## config.mk

```make
export PLATFORM = sky130hd
export DESIGN_NAME = mdu_req_arbiter
export DESIGN_NICKNAME = d
export VERILOG_FILES = /design/src/rtl/mdu_req_arbiter.sv
export SDC_FILE = /design/constraint.sdc
export NUM_CORES = 1
export LEC_CHECK = 0
export BUFFER_PORTS_ARGS = -buffer_cell sky130_fd_sc_hd__buf_2
export CORE_AREA = 3 3 122 124
export DETAILED_ROUTE_END_ITERATION = 8
export DIE_AREA = 0 0 125 127
export PLACE_DENSITY_LB_ADDON = 0.1
export SYNTH_ARGS = -nofsm -noshare
export SYNTH_HDL_FRONTEND = slang
export SYNTH_SLANG_ARGS = --single-unit
```

## constraint.sdc

```tcl
create_clock -name clk -period 2.4 [get_ports clk]
set_input_delay 0.12 -clock clk [delete_from_list [all_inputs] [get_ports clk]]
set_output_delay 0.12 -clock clk [all_outputs]
set_load 0.01 [all_outputs]
```

## src/rtl/mdu_req_arbiter.sv

```systemverilog
// mdu_req_arbiter
//   Shares one multiply/divide unit between two requesters (r0, r1).
//   Requests are granted round-robin, one operation is in flight at a time,
//   and the result is held in a local buffer until the owner consumes it.
//   Divide opcodes (funct3[2]=1) never reach the MDU; they get an immediate
//   error response. A watchdog returns an error if the MDU stops responding.
//
// Ports
//   clk, rst                        clock, synchronous active-high reset
//   rN_req_valid/ready/funct3/in_*  request channel per requester
//   rN_rsp_valid/ready/data/err     response channel per requester
//   mdu_in_valid/funct3/in_1/in_2   issue interface to the MDU
//   mdu_out/out_valid/busy          MDU result and backpressure
//   mdu_cpu_busy                    asserted while a result waits for pickup
//   timeout_flag                    sticky watchdog-fired indicator
module mdu_req_arbiter #(
    parameter int XLEN    = 32,
    parameter int TIMEOUT = 64
) (
    input  logic            clk,
    input  logic            rst,
    input  logic            r0_req_valid,
    output logic            r0_req_ready,
    input  logic [2:0]      r0_funct3,
    input  logic [XLEN-1:0] r0_in_1,
    input  logic [XLEN-1:0] r0_in_2,
    output logic            r0_rsp_valid,
    input  logic            r0_rsp_ready,
    output logic [XLEN-1:0] r0_rsp_data,
    output logic            r0_rsp_err,
    input  logic            r1_req_valid,
    output logic            r1_req_ready,
    input  logic [2:0]      r1_funct3,
    input  logic [XLEN-1:0] r1_in_1,
    input  logic [XLEN-1:0] r1_in_2,
    output logic            r1_rsp_valid,
    input  logic            r1_rsp_ready,
    output logic [XLEN-1:0] r1_rsp_data,
    output logic            r1_rsp_err,
    output logic            mdu_in_valid,
    output logic [2:0]      mdu_funct3,
    output logic [XLEN-1:0] mdu_in_1,
    output logic [XLEN-1:0] mdu_in_2,
    output logic            mdu_cpu_busy,
    input  logic [XLEN-1:0] mdu_out,
    input  logic            mdu_out_valid,
    input  logic            mdu_busy,
    output logic            timeout_flag
);

    localparam int CW = $clog2(TIMEOUT) + 1;

    typedef enum logic [1:0] {IDLE, ISSUE, WAIT, RESP} state_t;

    state_t          state, state_nxt;
    logic            owner, last_grant;
    logic [2:0]      funct3_q;
    logic [XLEN-1:0] in1_q, in2_q, data_q;
    logic            err_q;
    logic [CW-1:0]   cnt;

    // Round-robin pick: on contention the requester not served last wins;
    // otherwise whichever one is valid (don't-care when neither is).
    logic            any_req, gnt_sel;
    logic [2:0]      sel_f3;
    logic [XLEN-1:0] sel_in1, sel_in2;
    logic            cnt_hit, own_rsp_ready;

    assign any_req       = r0_req_valid | r1_req_valid;
    assign gnt_sel       = (r0_req_valid & r1_req_valid) ? ~last_grant : r1_req_valid;
    assign sel_f3        = gnt_sel ? r1_funct3 : r0_funct3;
    assign sel_in1       = gnt_sel ? r1_in_1 : r0_in_1;
    assign sel_in2       = gnt_sel ? r1_in_2 : r0_in_2;
    assign cnt_hit       = (cnt == CW'(TIMEOUT - 1));
    assign own_rsp_ready = owner ? r1_rsp_ready : r0_rsp_ready;

    assign mdu_funct3 = funct3_q;
    assign mdu_in_1   = in1_q;
    assign mdu_in_2   = in2_q;

    always_ff @(posedge clk) begin
        if (rst) state <= IDLE;
        else     state <= state_nxt;
    end

    always_comb begin
        state_nxt    = state;
        r0_req_ready = 1'b0;
        r1_req_ready = 1'b0;
        r0_rsp_valid = 1'b0;
        r1_rsp_valid = 1'b0;
        r0_rsp_data  = '0;
        r1_rsp_data  = '0;
        r0_rsp_err   = 1'b0;
        r1_rsp_err   = 1'b0;
        mdu_in_valid = 1'b0;
        mdu_cpu_busy = 1'b0;
        case (state)
            IDLE: if (any_req) begin
                r0_req_ready = ~gnt_sel;
                r1_req_ready = gnt_sel;
                state_nxt    = sel_f3[2] ? RESP : ISSUE;
            end
            ISSUE: begin
                mdu_in_valid = 1'b1;
                if (!mdu_busy) state_nxt = WAIT;
            end
            // A result on the limit cycle still counts as a good result.
            WAIT: if (mdu_out_valid || cnt_hit) state_nxt = RESP;
            RESP: begin
                mdu_cpu_busy = 1'b1;
                if (owner) begin
                    r1_rsp_valid = 1'b1;
                    r1_rsp_data  = data_q;
                    r1_rsp_err   = err_q;
                end else begin
                    r0_rsp_valid = 1'b1;
                    r0_rsp_data  = data_q;
                    r0_rsp_err   = err_q;
                end
                if (own_rsp_ready) state_nxt = IDLE;
            end
            default: state_nxt = IDLE;
        endcase
    end

    always_ff @(posedge clk) begin
        if (rst) begin
            owner        <= 1'b0;
            last_grant   <= 1'b1;
            funct3_q     <= '0;
            in1_q        <= '0;
            in2_q        <= '0;
            data_q       <= '0;
            err_q        <= 1'b0;
            cnt          <= '0;
            timeout_flag <= 1'b0;
        end else begin
            case (state)
                IDLE: if (any_req) begin
                    owner    <= gnt_sel;
                    funct3_q <= sel_f3;
                    in1_q    <= sel_in1;
                    in2_q    <= sel_in2;
                    if (sel_f3[2]) begin
                        data_q <= '0;
                        err_q  <= 1'b1;
                    end
                end
                ISSUE: if (!mdu_busy) cnt <= '0;
                WAIT: begin
                    cnt <= cnt + CW'(1);
                    if (mdu_out_valid) begin
                        data_q <= mdu_out;
                        err_q  <= 1'b0;
                    end else if (cnt_hit) begin
                        data_q       <= '0;
                        err_q        <= 1'b1;
                        timeout_flag <= 1'b1;
                    end
                end
                RESP: if (own_rsp_ready) last_grant <= owner;
                default: ;
            endcase
        end
    end

endmodule

```

==> impl_metrics.toml, run 1 <==
[status]
status = "completed"

[worst_setup_path]
path_class = "reg2out"
worstPathRequired_ps = 2280
worst-path-max-fanout = 26
arrival_ps = 2040
critPathLaunchType = "flop"
critPathCaptureType = "output pin"
worstRegToRegCells = 5
rrSetupSlack_ps = 370
r2r-start = "state[0]"
regToRegEndpoint = "state[0]"

[global_route]
grt_usage_pct = 20.1
grt_overflow = 0
grt_pass1_wl_um = 26200
antenna_found_initial = 1
grt_pass1_vias = 5186
grt_max_degree = 67

[synthesis]
yosysWarnings = 0
synth-edff-count = 0
synth_area_um2 = 5180
ys_seq_elements = 112
avgSynthCellArea_um2 = 9.20
synth_ff_type = "dfxtp_1"
async_flop_share_pct = 0
synth_cell_types = 32
seq_area_frac_synth_pct = 43.3
syn_inst = 563
syn-num-nets = 742

[place]
post_dp_cell_area_um2 = 6890
placed_cells = 1017
detailedPlacementHpwl_um = 12400
portBuffers = 313
globalplace.congestion = 0.827

[drt]
drcViolationCount = 0
finalWirelength_um = 16600
ant_nets = 0
drt-pass1-iter-count = 6
via_per_inst = 5.07
wl_per_cell_um = 16.0
drt_iter0_markers = 348
num_vias = 5281

[floorplan]
die_y_um = 127
core-area_um2 = 13900
dieArea_um2 = 15900
die_w_um = 125
row_count = 43
io_pins = 314
start_util_pct = 37.3

[power]
powerDensity_nw_per_um2 = 948
leakage_uw = 0.00373
p_clk_share_pct = 23.6
p_comb_share_pct = 39.4
p_sw_uw = 2510
p_seq_share_pct = 37.0
switching_share_pct = 36.3
power_uw = 6910
intPower_uw = 4400
max-vdd-ir-drop_uv = 465

[final_layout]
layout_common_cells = "buf_2 (312), dfxtp_1 (112), nor2_1 (79)"
syn_to_final_growth_pct = 40.7
multi_input_area_um2 = 2700
fin_cells = 1041
finalInstanceArea_um2 = 7290
regArea_um2 = 2240
num_antenna_cells = 0
final_common_cell = "buf_2"
n_fill_cell = 1315
layout-drive-gt1-share_pct = 40.7
nNetsFinal = 1035

[min_path]
worstHoldStart = "mdu_out[6]"
hold_end = "data_q[6]"
hold_depth = 3
hold_class = "in2reg"

[job]
drv_cap = 0

[timing]
slew_violations = 0
setup_viol_count_final = 0
hold_ws_ps = 17.5
setup_tns_ps = 0
rsz0062_at_grt = "false"
finalCritPeriodShare_pct = 90.2
period_needed_ps = 2160
slew_headroom_pct = 60.4
tightest_slew_ps = 594
clock_skew_ps = 6.06
hold_viol = 0
max_freq_mhz = 462

[clock_network]
clkSlewWorstSetupHoldPaths_ps = 70
cts_resized = 0
clock-sinks = 112
clock_path_buffers = 2
htree_num_levels = 3
cts_tree = "done"
cts_inserted_buffers = 9
insertion_delay_ps = 350
cts_root_buf = "clkbuf_16"
## worst max path at each step
stage          startpoint         endpoint  slack [ps]
2_1_floorplan    state[0]    mdu_funct3[0]         560
3_3_place_gp     state[0]           cnt[6]         540
3_5_place_dp     state[0]         state[0]         420
4_1_cts          state[0]  r0_rsp_data[17]         200
5_1_grt          state[0]  r0_rsp_data[13]          50
6_report         state[0]  r0_rsp_data[13]         240
## worst max-delay path, stage by stage, from the launching register on
cell and delay (ps):
dfxtp_1 390, ha_1 210, nor2b_1 470, buf_4 340
and2_1 160, buf_2 120
## what timing repair did
action | 4_1_cts | 5_1_grt
hold buffers | 8 | 0
endpoints found under the hold margin | 8 | 0
setup buffers | 0 | 0
## cells by family (layout without fill, tap and decap cells)
logic type	Yosys count	in the layout	share of synthesized area, %
compound gates	87	87	14.4
xor+xnor	6	6	1.01
fa+ha+maj	5	5	1.21
buf+inv	57	355	5.07
flops	112	112	43.3
mux	67	67	12.9
simple gates	229	229	22.1
## Yosys cell counts (5+ instances only)
master    count  share of area [%]
nor2_1       81                5.9
a21oi_1       6               0.58
and2_1       38                4.6
a222oi_1     35                6.8
mux2i_1      67                 13
buf_2        12                1.2
and3_1       33                4.0
dfxtp_1     112                 43
clkbuf_1     32                2.3
a211oi_1     35                5.1
inv_1         6               0.43
nand2_1      35                2.5
nand2b_1     34                4.1
ha_1          5                1.2
## power groups by stage
stage / registers (uW) / clock network [uW] / logic, uW
after floorplan: 2710 / 0 / 1670
after global placement: 2570 / 0 / 2650
after detailed placement: 2580 / 0 / 2720
after CTS: 2550 / 1680 / 2730
after global routing: 2610 / 1750 / 2980
final: 2550 / 1630 / 2720
## metrics by stage
stage / setup slack (ps) / utilization, %
after floorplan: 559 / -
after global placement: 539 / 49.6
after detailed placement: 417 / 49.6
after CTS: 199 / 52.5
after global routing: 51.7 / 52.5
final: 236 / 52.5
## flip-flops by register name, summed over array words and instances, names as in the netlist
register,count
data_q,32
last_grant,1
owner,1
mdu_funct3,3
mdu_in_2,32
mdu_in_1,32
cnt,7
timeout_flag,1
err_q,1
state,2
## layer usage
layer,wire length (um),up-vias,global-route usage [%]
li1,-,2579,-
met1,6460,2444,22.8
met3,1390,23,5.52
met4,331,2,7.59
met2,8450,233,36.3
met5,8,-,0
## layout make-up
type	instances	share of cell area [%]
clock inverters	5	1.08
multi-input cells	394	37.0
well taps	180	3.09
inverters	6	0.309
repair buffers	333	24.4
clock buffers	11	3.33
flip-flops and latches	112	30.8
No activity file was read; power rests on OpenSTA's default activity.
==> inputs of run 2 (changes only) <==
--- a/config.mk
+++ b/config.mk
@@ -7,8 +7,10 @@
 export LEC_CHECK = 0
 export BUFFER_PORTS_ARGS = -buffer_cell sky130_fd_sc_hd__buf_2
 export CORE_AREA = 3 3 122 124
+export CTS_BUF_LIST = sky130_fd_sc_hd__clkbuf_2
 export DETAILED_ROUTE_END_ITERATION = 8
 export DIE_AREA = 0 0 125 127
+export HOLD_SLACK_MARGIN = 0.06
 export PLACE_DENSITY_LB_ADDON = 0.1
 export SYNTH_ARGS = -nofsm -noshare
 export SYNTH_HDL_FRONTEND = slang
==> impl_metrics.toml, run 2 (synthesized netlist as in run 1, its figures left out) <==
[global_route]
grt_usage_pct = 23.8
grt_overflow = 0
grt_pass1_vias = 6506
antenna_found_initial = 3
grt_max_degree = 67
grt_pass1_wl_um = 31300

[timing]
slew_violations = 0
setup_viol_count_final = 0
hold_viol = 0
finalCritPeriodShare_pct = 96.8
setup_tns_ps = 0
slew_headroom_pct = 59.8
period_needed_ps = 2320
tightest_slew_ps = 603
max_freq_mhz = 430
rsz0062_at_grt = "false"
clock_skew_ps = 31.5

[job]
drv_cap = 0

[clock_network]
clock-sinks = 112
clock_path_buffers = 2
htree_num_levels = 3
clkSlewWorstSetupHoldPaths_ps = 310
cts_inserted_buffers = 9
insertion_delay_ps = 610
cts_setup_buffers = 0
cts_root_buf = "clkbuf_2"
cts_tree = "done"

[floorplan]
core-area_um2 = 13900
die_y_um = 127
row_count = 43
io_pins = 314
dieArea_um2 = 15900
start_util_pct = 37.3
die_w_um = 125

[place]
detailedPlacementHpwl_um = 12400
globalplace.congestion = 0.827
portBuffers = 313

[status]
status = "complete, but fails checks"
violations = "design-rule violations"

[drt]
drcViolationCount = 6
drt_iter0_markers = 415
ant_nets = 0
via_per_inst = 4.99
drt-pass1-iter-count = 9
wl_per_cell_um = 15.6
num_vias = 6175
finalWirelength_um = 19400

[power]
p_comb_share_pct = 49.1
switching_share_pct = 37.5
p_seq_share_pct = 36.9
p_clk_share_pct = 14.0
p_sw_uw = 2610
powerDensity_nw_per_um2 = 767
leakage_uw = 0.00434
max-vdd-ir-drop_uv = 426
intPower_uw = 4350

[worst_setup_path]
worstPathRequired_ps = 2920
critPathSlowestCell = "dlygate4sd3_1"
critPathCaptureType = "flop"
critPathLaunchType = "flop"
worst-path-max-fanout = 36
path_class = "reg2reg"
cp_top_family = "buffers and inverters"
cp_cell_sequence = "inv_1 > ha_2 > and2_1 > buf_4 > a222oi_1 > dlygate4sd3_1 > nor2_1"
worst-path-buf-inv = 3
max_stage_delay_ps = 610
arrival_ps = 2840

[final_layout]
final_common_cell = "buf_2"
layout_common_cells = "buf_2 (312), dlygate4sd3_1 (202), dfxtp_1 (110)"
nNetsFinal = 1229
utilization_pct = 65.3
n_fill_cell = 1092
regArea_um2 = 2240
multi_input_area_um2 = 2710
layout-drive-gt1-share_pct = 33.6
syn_to_final_growth_pct = 75.1

[min_path]
hold_class = "in2reg"
[run 2: cell count changes in the layout (fill, tap and decap cells not counted), sizes merged]
cell         before  now
dlygate4sd3       8  202
diode             0    3
clkbuf           11   10
clkinv            2    3
[run 2: area by class of cell]
class | count | share of cell area (%)
sequential | 112 | 24.8
inverter | 6 | 0.248
clock inverter | 6 | 0.911
multi-input combinational | 394 | 29.9
clock buffer | 10 | 0.552
antenna | 3 | 0.0828
tap | 180 | 2.48
timing repair buffer | 527 | 41.1
[run 2: what timing repair did]
action,CTS,global route
hold buffers,202,0
endpoints found under the setup margin,27,50
pin swaps,0,1
resized for setup,3,4
endpoints found under the hold margin,112,0
[run 2: worst paths after layout]
path | start | end | slack (ps) | cells past startpoint
max | state[1] | mdu_in_1[6] | 80 | 7
min | r0_rsp_ready | state[1] | 170 | 4
max reg2reg | state[1] | mdu_in_1[6] | 80 | 7
min reg2reg | err_q | err_q | 500 | 2
[run 2: power by group through the flow]
stage	sequential, uW	clock (uW)	combinational (uW)
after floorplan	2710	0	1670
after global placement	2570	0	2650
after detailed placement	2580	0	2720
after CTS	2560	1020	3350
after global routing	2620	1080	3700
final	2560	974	3420
[run 2: routing by layer]
layer  track usage (%)  routed length, um  part of all wire (%)
met1              26.0               7500                    39
met4              10.5                604                   3.1
met2              43.9               9840                    51
met3              5.52               1430                   7.4
met5                 0                  0                     0
[run 2: worst reg2reg max path: cells and delay by family, from the launching register on]
kind                       cells  cell delay, ps
DFF                            1             420
AOI/OAI and AO/OA              1             460
adders and majority gates      1             230
buffers and inverters          3             920
and+or+nand+nor                2             190
[run 2: metrics by stage]
stage	hold WS (ps)	area, um^2	instances	power, uW	setup slack [ps]
CTS	93.7	9050	1235	6930	35.0
detailed placement	370	6890	1017	5300	417
global route	120	9070	1238	7400	5.05
finish	169	9070	1238	6960	76.4
global placement	365	6890	1017	5220	539
floorplan	259	5180	563	4390	559
